File: src/rtl/instr_fetch.sv
// Fetch stage: PC, loadable read-first instruction memory, registered INSTR, one-bubble branch redirect, sticky fault halt.
// Latency 1 cycle PC->INSTR; EN=0 stalls every register, including the FSM state.
module instr_fetch #(
  parameter int unsigned DEPTH    = 64,
  parameter logic [31:0] RESET_PC = 32'h0000_0000
) (
  input  logic                     CLK,
  input  logic                     RST,
  input  logic                     START,
  input  logic                     EN,
  input  logic                     BRANCH_TAKEN,
  input  logic [31:0]              IMM,
  input  logic                     LOAD_WE,
  input  logic [$clog2(DEPTH)-1:0] LOAD_ADDR,
  input  logic [31:0]              LOAD_DATA,
  output logic [31:0]              PC,
  output logic [31:0]              INSTR,
  output logic [31:0]              INSTR_PC,
  output logic                     VALID,
  output logic                     FAULT
);
  localparam int unsigned AW  = $clog2(DEPTH);
  localparam logic [31:0] NOP = 32'h0000_0013;

  typedef enum logic [1:0] {IDLE, RUN, HALT} state_e;

  state_e      state_q, state_d;
  logic [31:0] pc_q, pc_d;
  logic [31:0] instr_q, instr_d;
  logic [31:0] ipc_q, ipc_d;
  logic        valid_q, valid_d;
  logic        fault_q, fault_d;
  logic [31:0] mem_q [DEPTH];

  logic [31:0] target;
  logic [31:0] fetch_word;
  logic        take_branch;
  logic        fetch_req;

  // Misaligned, or word address beyond the memory.
  function automatic logic addr_bad(input logic [31:0] a);
    return (a[1:0] != 2'b00) || (a[31:AW+2] != '0);
  endfunction

  assign target      = ipc_q + IMM;
  assign fetch_word  = mem_q[pc_q[AW+1:2]];
  assign take_branch = (state_q == RUN) && EN && BRANCH_TAKEN && valid_q;
  assign fetch_req   = EN && (((state_q == IDLE) && START) || (state_q == RUN));

  always_comb begin
    state_d = state_q;
    pc_d    = pc_q;
    instr_d = instr_q;
    ipc_d   = ipc_q;
    valid_d = valid_q;
    fault_d = fault_q;
    if (take_branch) begin
      // Redirect replaces the wrong-path fetch with a bubble.
      pc_d    = target;
      instr_d = NOP;
      valid_d = 1'b0;
      if (addr_bad(target)) begin
        state_d = HALT;
        fault_d = 1'b1;
      end
    end else if (fetch_req) begin
      if (addr_bad(pc_q)) begin
        state_d = HALT;
        fault_d = 1'b1;
        valid_d = 1'b0;
        instr_d = NOP;
      end else begin
        state_d = RUN;
        instr_d = fetch_word;
        ipc_d   = pc_q;
        valid_d = 1'b1;
        pc_d    = pc_q + 32'd4;
      end
    end
  end

  always_ff @(posedge CLK) begin
    if (RST) begin
      state_q <= IDLE;
      pc_q    <= RESET_PC;
      instr_q <= NOP;
      ipc_q   <= '0;
      valid_q <= 1'b0;
      fault_q <= 1'b0;
    end else begin
      state_q <= state_d;
      pc_q    <= pc_d;
      instr_q <= instr_d;
      ipc_q   <= ipc_d;
      valid_q <= valid_d;
      fault_q <= fault_d;
    end
  end

  // Loads are independent of reset and stall; reads see the pre-write word.
  always_ff @(posedge CLK) begin
    if (LOAD_WE) mem_q[LOAD_ADDR] <= LOAD_DATA;
  end

  assign PC       = pc_q;
  assign INSTR    = instr_q;
  assign INSTR_PC = ipc_q;
  assign VALID    = valid_q;
  assign FAULT    = fault_q;
endmodule

File: config.mk
export PLATFORM = sky130hd
export DESIGN_NAME = instr_fetch
export DESIGN_NICKNAME = d
export VERILOG_FILES = /design/src/rtl/instr_fetch.sv
export SDC_FILE = /design/constraint.sdc
export NUM_CORES = 2
export LEC_CHECK = 0
export ABC_AREA = 0
export CELL_PAD_IN_SITES_DETAIL_PLACEMENT = 0
export CELL_PAD_IN_SITES_GLOBAL_PLACEMENT = 1
export CORE_ASPECT_RATIO = 1.75
export CORE_MARGIN = 4
export CORE_UTILIZATION = 55
export DETAILED_ROUTE_END_ITERATION = 7
export PLACE_DENSITY = 0.91
export SLEW_MARGIN = 20
export SYNTH_ARGS = -nofsm -noshare
export SYNTH_HDL_FRONTEND = slang
export SYNTH_SLANG_ARGS = --single-unit
File: constraint.sdc
create_clock -name CLK -period 4.6 [get_ports CLK]
set_input_delay 0.69 -clock CLK [delete_from_list [all_inputs] [get_ports CLK]]
set_output_delay 0.69 -clock CLK [all_outputs]
set_load 0.01 [all_outputs]
==> impl_metrics.env <==
export IMPL_outcome="completed"
export IMPL_ys_ff_latch=2154
export IMPL_design_die_area_mm2=0.158
export IMPL_ctsHoldBuffers=0
export IMPL_drive_gt1_share_pct=28.9
export IMPL_grt_max_degree=79
export IMPL_drt_total_wl_um=235000
export IMPL_worst_hold_slack_ns=0.295
export IMPL_synth_area_mm2=0.0835
export IMPL_grt_pass1_wl_um=336000
export IMPL_cts_path_max_buffers=4
export IMPL_critPathArrivalTime_ns=4.31
export IMPL_cp_max_fo=5
export IMPL_slew_headroom_pct=23.3
export IMPL_maxCapViolCount=0
export IMPL_sw_frac_of_total_pct=22.6
export IMPL_critPathRequiredTime_ns=5.26
export IMPL_p_comb_share_pct=9.3
export IMPL_fin_ws_ns=0.954
export IMPL_synth_main_ff_cell="edfxtp_1"
export IMPL_setup_violations=0
export IMPL_hold_violations=0
export IMPL_fmax_mhz=274
export IMPL_synth_edff_count=2048
export IMPL_r2r_end="FAULT$_SDFFE_PP0P_"
export IMPL_cts_reportedPaths_clkPinSlew_ns=0.07
export IMPL_antenna_left=0
export IMPL_path_cells="ha_1 > inv_1 > fa_1 > nand2b_1 > a21oi_1 > o21ai_2 > a21oi_1 > mux2_2 > o211ai_1 > o211ai_1 > nor3_2 > a211oi_1"
export IMPL_fin_worst_skew_ns=0.0441
export IMPL_final_nets=4107
export IMPL_grt_pass1_vias=44000
export IMPL_num_vias=42900
export IMPL_worst_pin_slew_ns=1.15
export IMPL_place_ws_ns=0.335
export IMPL_cpMaxStageDelayCell="a21oi_1"
export IMPL_synthDistinctLibCells=67
export IMPL_period_needed_ns=3.65
export IMPL_rr_worst_depth=12
export IMPL_area_growth_pct=13.0
export IMPL_worstSetupEndpoint="FAULT$_SDFFE_PP0P_"
export IMPL_holdCritPathClass="primary input to register"
export IMPL_fin_setup_tns_ns=0
export IMPL_irDropWorstVdd_v=0.000371
export IMPL_synth_nets=3797
export IMPL_final_cell_mix="2,048 x edfxtp_1, 670 x mux4_2, 179 x clkbuf_16"
export IMPL_rows=188
export IMPL_cts_buffers=174
export IMPL_drtPass1Iterations=6
export IMPL_power_leakage_nw=28.5
export IMPL_ys_async_sr_fraction_pct=0
export IMPL_crit_path_end_kind="register"
export IMPL_holdPathStages=1
export IMPL_slew_violations=0
export IMPL_cts_tree="done"
export IMPL_drtIter0Drc=7064
export IMPL_regToRegSetupSlack_ns=0.95
export IMPL_drc_errors=0
export IMPL_crit_path_start_kind="register"
export IMPL_period_share_pct=79.3
export IMPL_avgSynthCellArea_um2=22.6
export IMPL_crit_start="INSTR_PC[0]$_SDFFE_PP0P_"
export IMPL_power_switching_mw=9.19
export IMPL_total_power_mw=40.7
export IMPL_cts_resized=0
export IMPL_grt_overflow=0
export IMPL_n_fill_cell=9139
export IMPL_die_w_um=303
export IMPL_core_area_mm2=0.151
export IMPL_dpl_hpwl_um=132000
export IMPL_seqPwrFrac_pct=53.3
export IMPL_gp_congestion=0.913
export IMPL_layout_commonest_cell="edfxtp_1"
export IMPL_post_cts_setup_buffer_count=0
export IMPL_viasPerCell=6.99
export IMPL_yosysWarnings=0
export IMPL_cts_root_buffer="clkbuf_16"
export IMPL_pin_count=174
export IMPL_cp_slowest_stage_delay_ns=0.51
export IMPL_pwr_share_clk_pct=37.4
export IMPL_critPathKind="register to register"
export IMPL_clock_latency_ns=0.83
export IMPL_antenna_found_initial=27
export IMPL_powerDensity_mw_per_mm2=432
export IMPL_wire_per_inst_um=38.4
export IMPL_die_h_um=523
export IMPL_cts_htree_levels=4
export IMPL_grt_setup_unrepaired="false"
export IMPL_yosysSeqAreaShare_pct=76.2
export IMPL_synthCells=3688
export IMPL_cts_sinks=2154
export IMPL_grt_util_all_layers_pct=30.1
export IMPL_portBuffers=173
export IMPL_start_util_pct=55.5
export IMPL_p_int_mw=31.6
export IMPL_timing_rr_start="INSTR_PC[0]$_SDFFE_PP0P_"
[per-stage QoR]
| step | std cells | area [µm²] | utilization, % |
|---|---|---|---|
| global placement | 5814 | 88700 | 58.9 |
| finish | 6130 | 94400 | 62.7 |
| global route | 6128 | 94400 | 62.7 |
| floorplan | 3688 | 83500 | - |
| CTS | 6120 | 94300 | 62.6 |
| detailed placement | 5814 | 88700 | 58.9 |
[how the worst min path moves through the flow]
stage                            startpoint                       to  slack (ns)
finish                        LOAD_DATA[17]  mem_q[39][17]$_DFFE_PP_        0.29
global placement        PC[16]$_SDFFE_PP0P_      PC[16]$_SDFFE_PP0P_        0.46
CTS                     PC[16]$_SDFFE_PP0P_      PC[16]$_SDFFE_PP0P_        0.48
detailed placement      PC[16]$_SDFFE_PP0P_      PC[16]$_SDFFE_PP0P_        0.47
global route                  LOAD_DATA[17]   mem_q[0][17]$_DFFE_PP_        0.28
floorplan           state_q[1]$_SDFFE_PP0P_  state_q[1]$_SDFFE_PP0P_        0.49
[kinds of logic after synthesis]
logic type                 after synthesis  share of synthesized area [%]
muxes                                  677                           18.2
xor gates and xnor gates                21                          0.220
DFF                                   2154                           76.2
AOI/OAI and AO/OA                      214                           1.68
buffers and inverters                  212                           1.16
adders and majority gates               33                          0.503
and+or+nand+nor                        377                           2.10
[routing by layer]
metal,vias up,share of wire (%),GRT usage [%]
li1,16300,-,-
met1,22100,31,35.8
met2,3598,52,51.5
met3,842,11,6.67
met4,28,6.4,16.0
met5,-,0.081,0
[layout make-up]
cell class                      instances  area, µm²  share of cell area, %
Tap cell                             1995       2500                   2.64
Inverter                               16       60.1                 0.0636
Timing Repair Buffer                  330       3210                   3.40
Clock buffer                          204       4570                   4.84
Multi-Input combinational cell       1322      19400                   20.6
Sequential cell                      2154      63600                   67.4
Antenna cell                            7       17.5                 0.0186
Clock inverter                        102        993                   1.05
[Yosys cell counts (3+ instances only)]
master | number | share of area [%]
mux4_2 | 670 | 18
a31oi_1 | 5 | 0.037
nor2b_1 | 12 | 0.090
nand2b_1 | 13 | 0.097
a21o_1 | 10 | 0.090
o31ai_1 | 3 | 0.027
o21ai_0 | 37 | 0.22
buf_2 | 39 | 0.23
nand3b_1 | 4 | 0.036
buf_6 | 7 | 0.094
a21oi_1 | 59 | 0.35
nor4_1 | 11 | 0.082
buf_1 | 24 | 0.11
ha_1 | 32 | 0.48
o311ai_0 | 4 | 0.042
nand2_1 | 83 | 0.37
nand4_1 | 14 | 0.10
xnor2_1 | 11 | 0.12
a22oi_1 | 30 | 0.27
clkbuf_1 | 108 | 0.49
a211oi_1 | 19 | 0.17
dfxtp_1 | 106 | 2.5
edfxtp_1 | 2048 | 74
and2_1 | 29 | 0.22
or3_1 | 9 | 0.067
nor3_1 | 13 | 0.078
xor2_1 | 10 | 0.10
a311oi_1 | 4 | 0.042
o22ai_1 | 6 | 0.045
o211ai_1 | 5 | 0.045
and3_1 | 5 | 0.037
nor2_1 | 155 | 0.70
nand3_1 | 18 | 0.11
buf_4 | 18 | 0.16
mux2i_1 | 5 | 0.060
o21a_1 | 7 | 0.063
inv_1 | 16 | 0.072
[worst max-delay path, delay by kind of cell (launching register included)]
kind,cells,cell delay (ns)
DFF,1,0.40
muxes,1,0.41
and+or+nand+nor,2,0.44
AOI/OAI and AO/OA,6,1.58
buffers and inverters,1,0.07
adders and majority gates,2,0.60
[power by group through the flow]
stage	logic, mW	clock network, mW	registers (mW)
after global placement	3.47	0	22.1
after floorplan	2.40	0	22.1
after global routing	3.96	16.2	21.7
after detailed placement	3.61	0	22.2
final	3.78	15.2	21.7
after CTS	3.74	15.3	21.7
[state kept, by name (all words and copies together) (netlist names), named ones only]
| name | count |
|---|---|
| INSTR | 32 |
| mem_q | 2048 |
| INSTR_PC | 32 |
| PC | 32 |
| VALID | 1 |
| FAULT | 1 |
| state_q | 2 |
(Power assumes the default switching activity.)
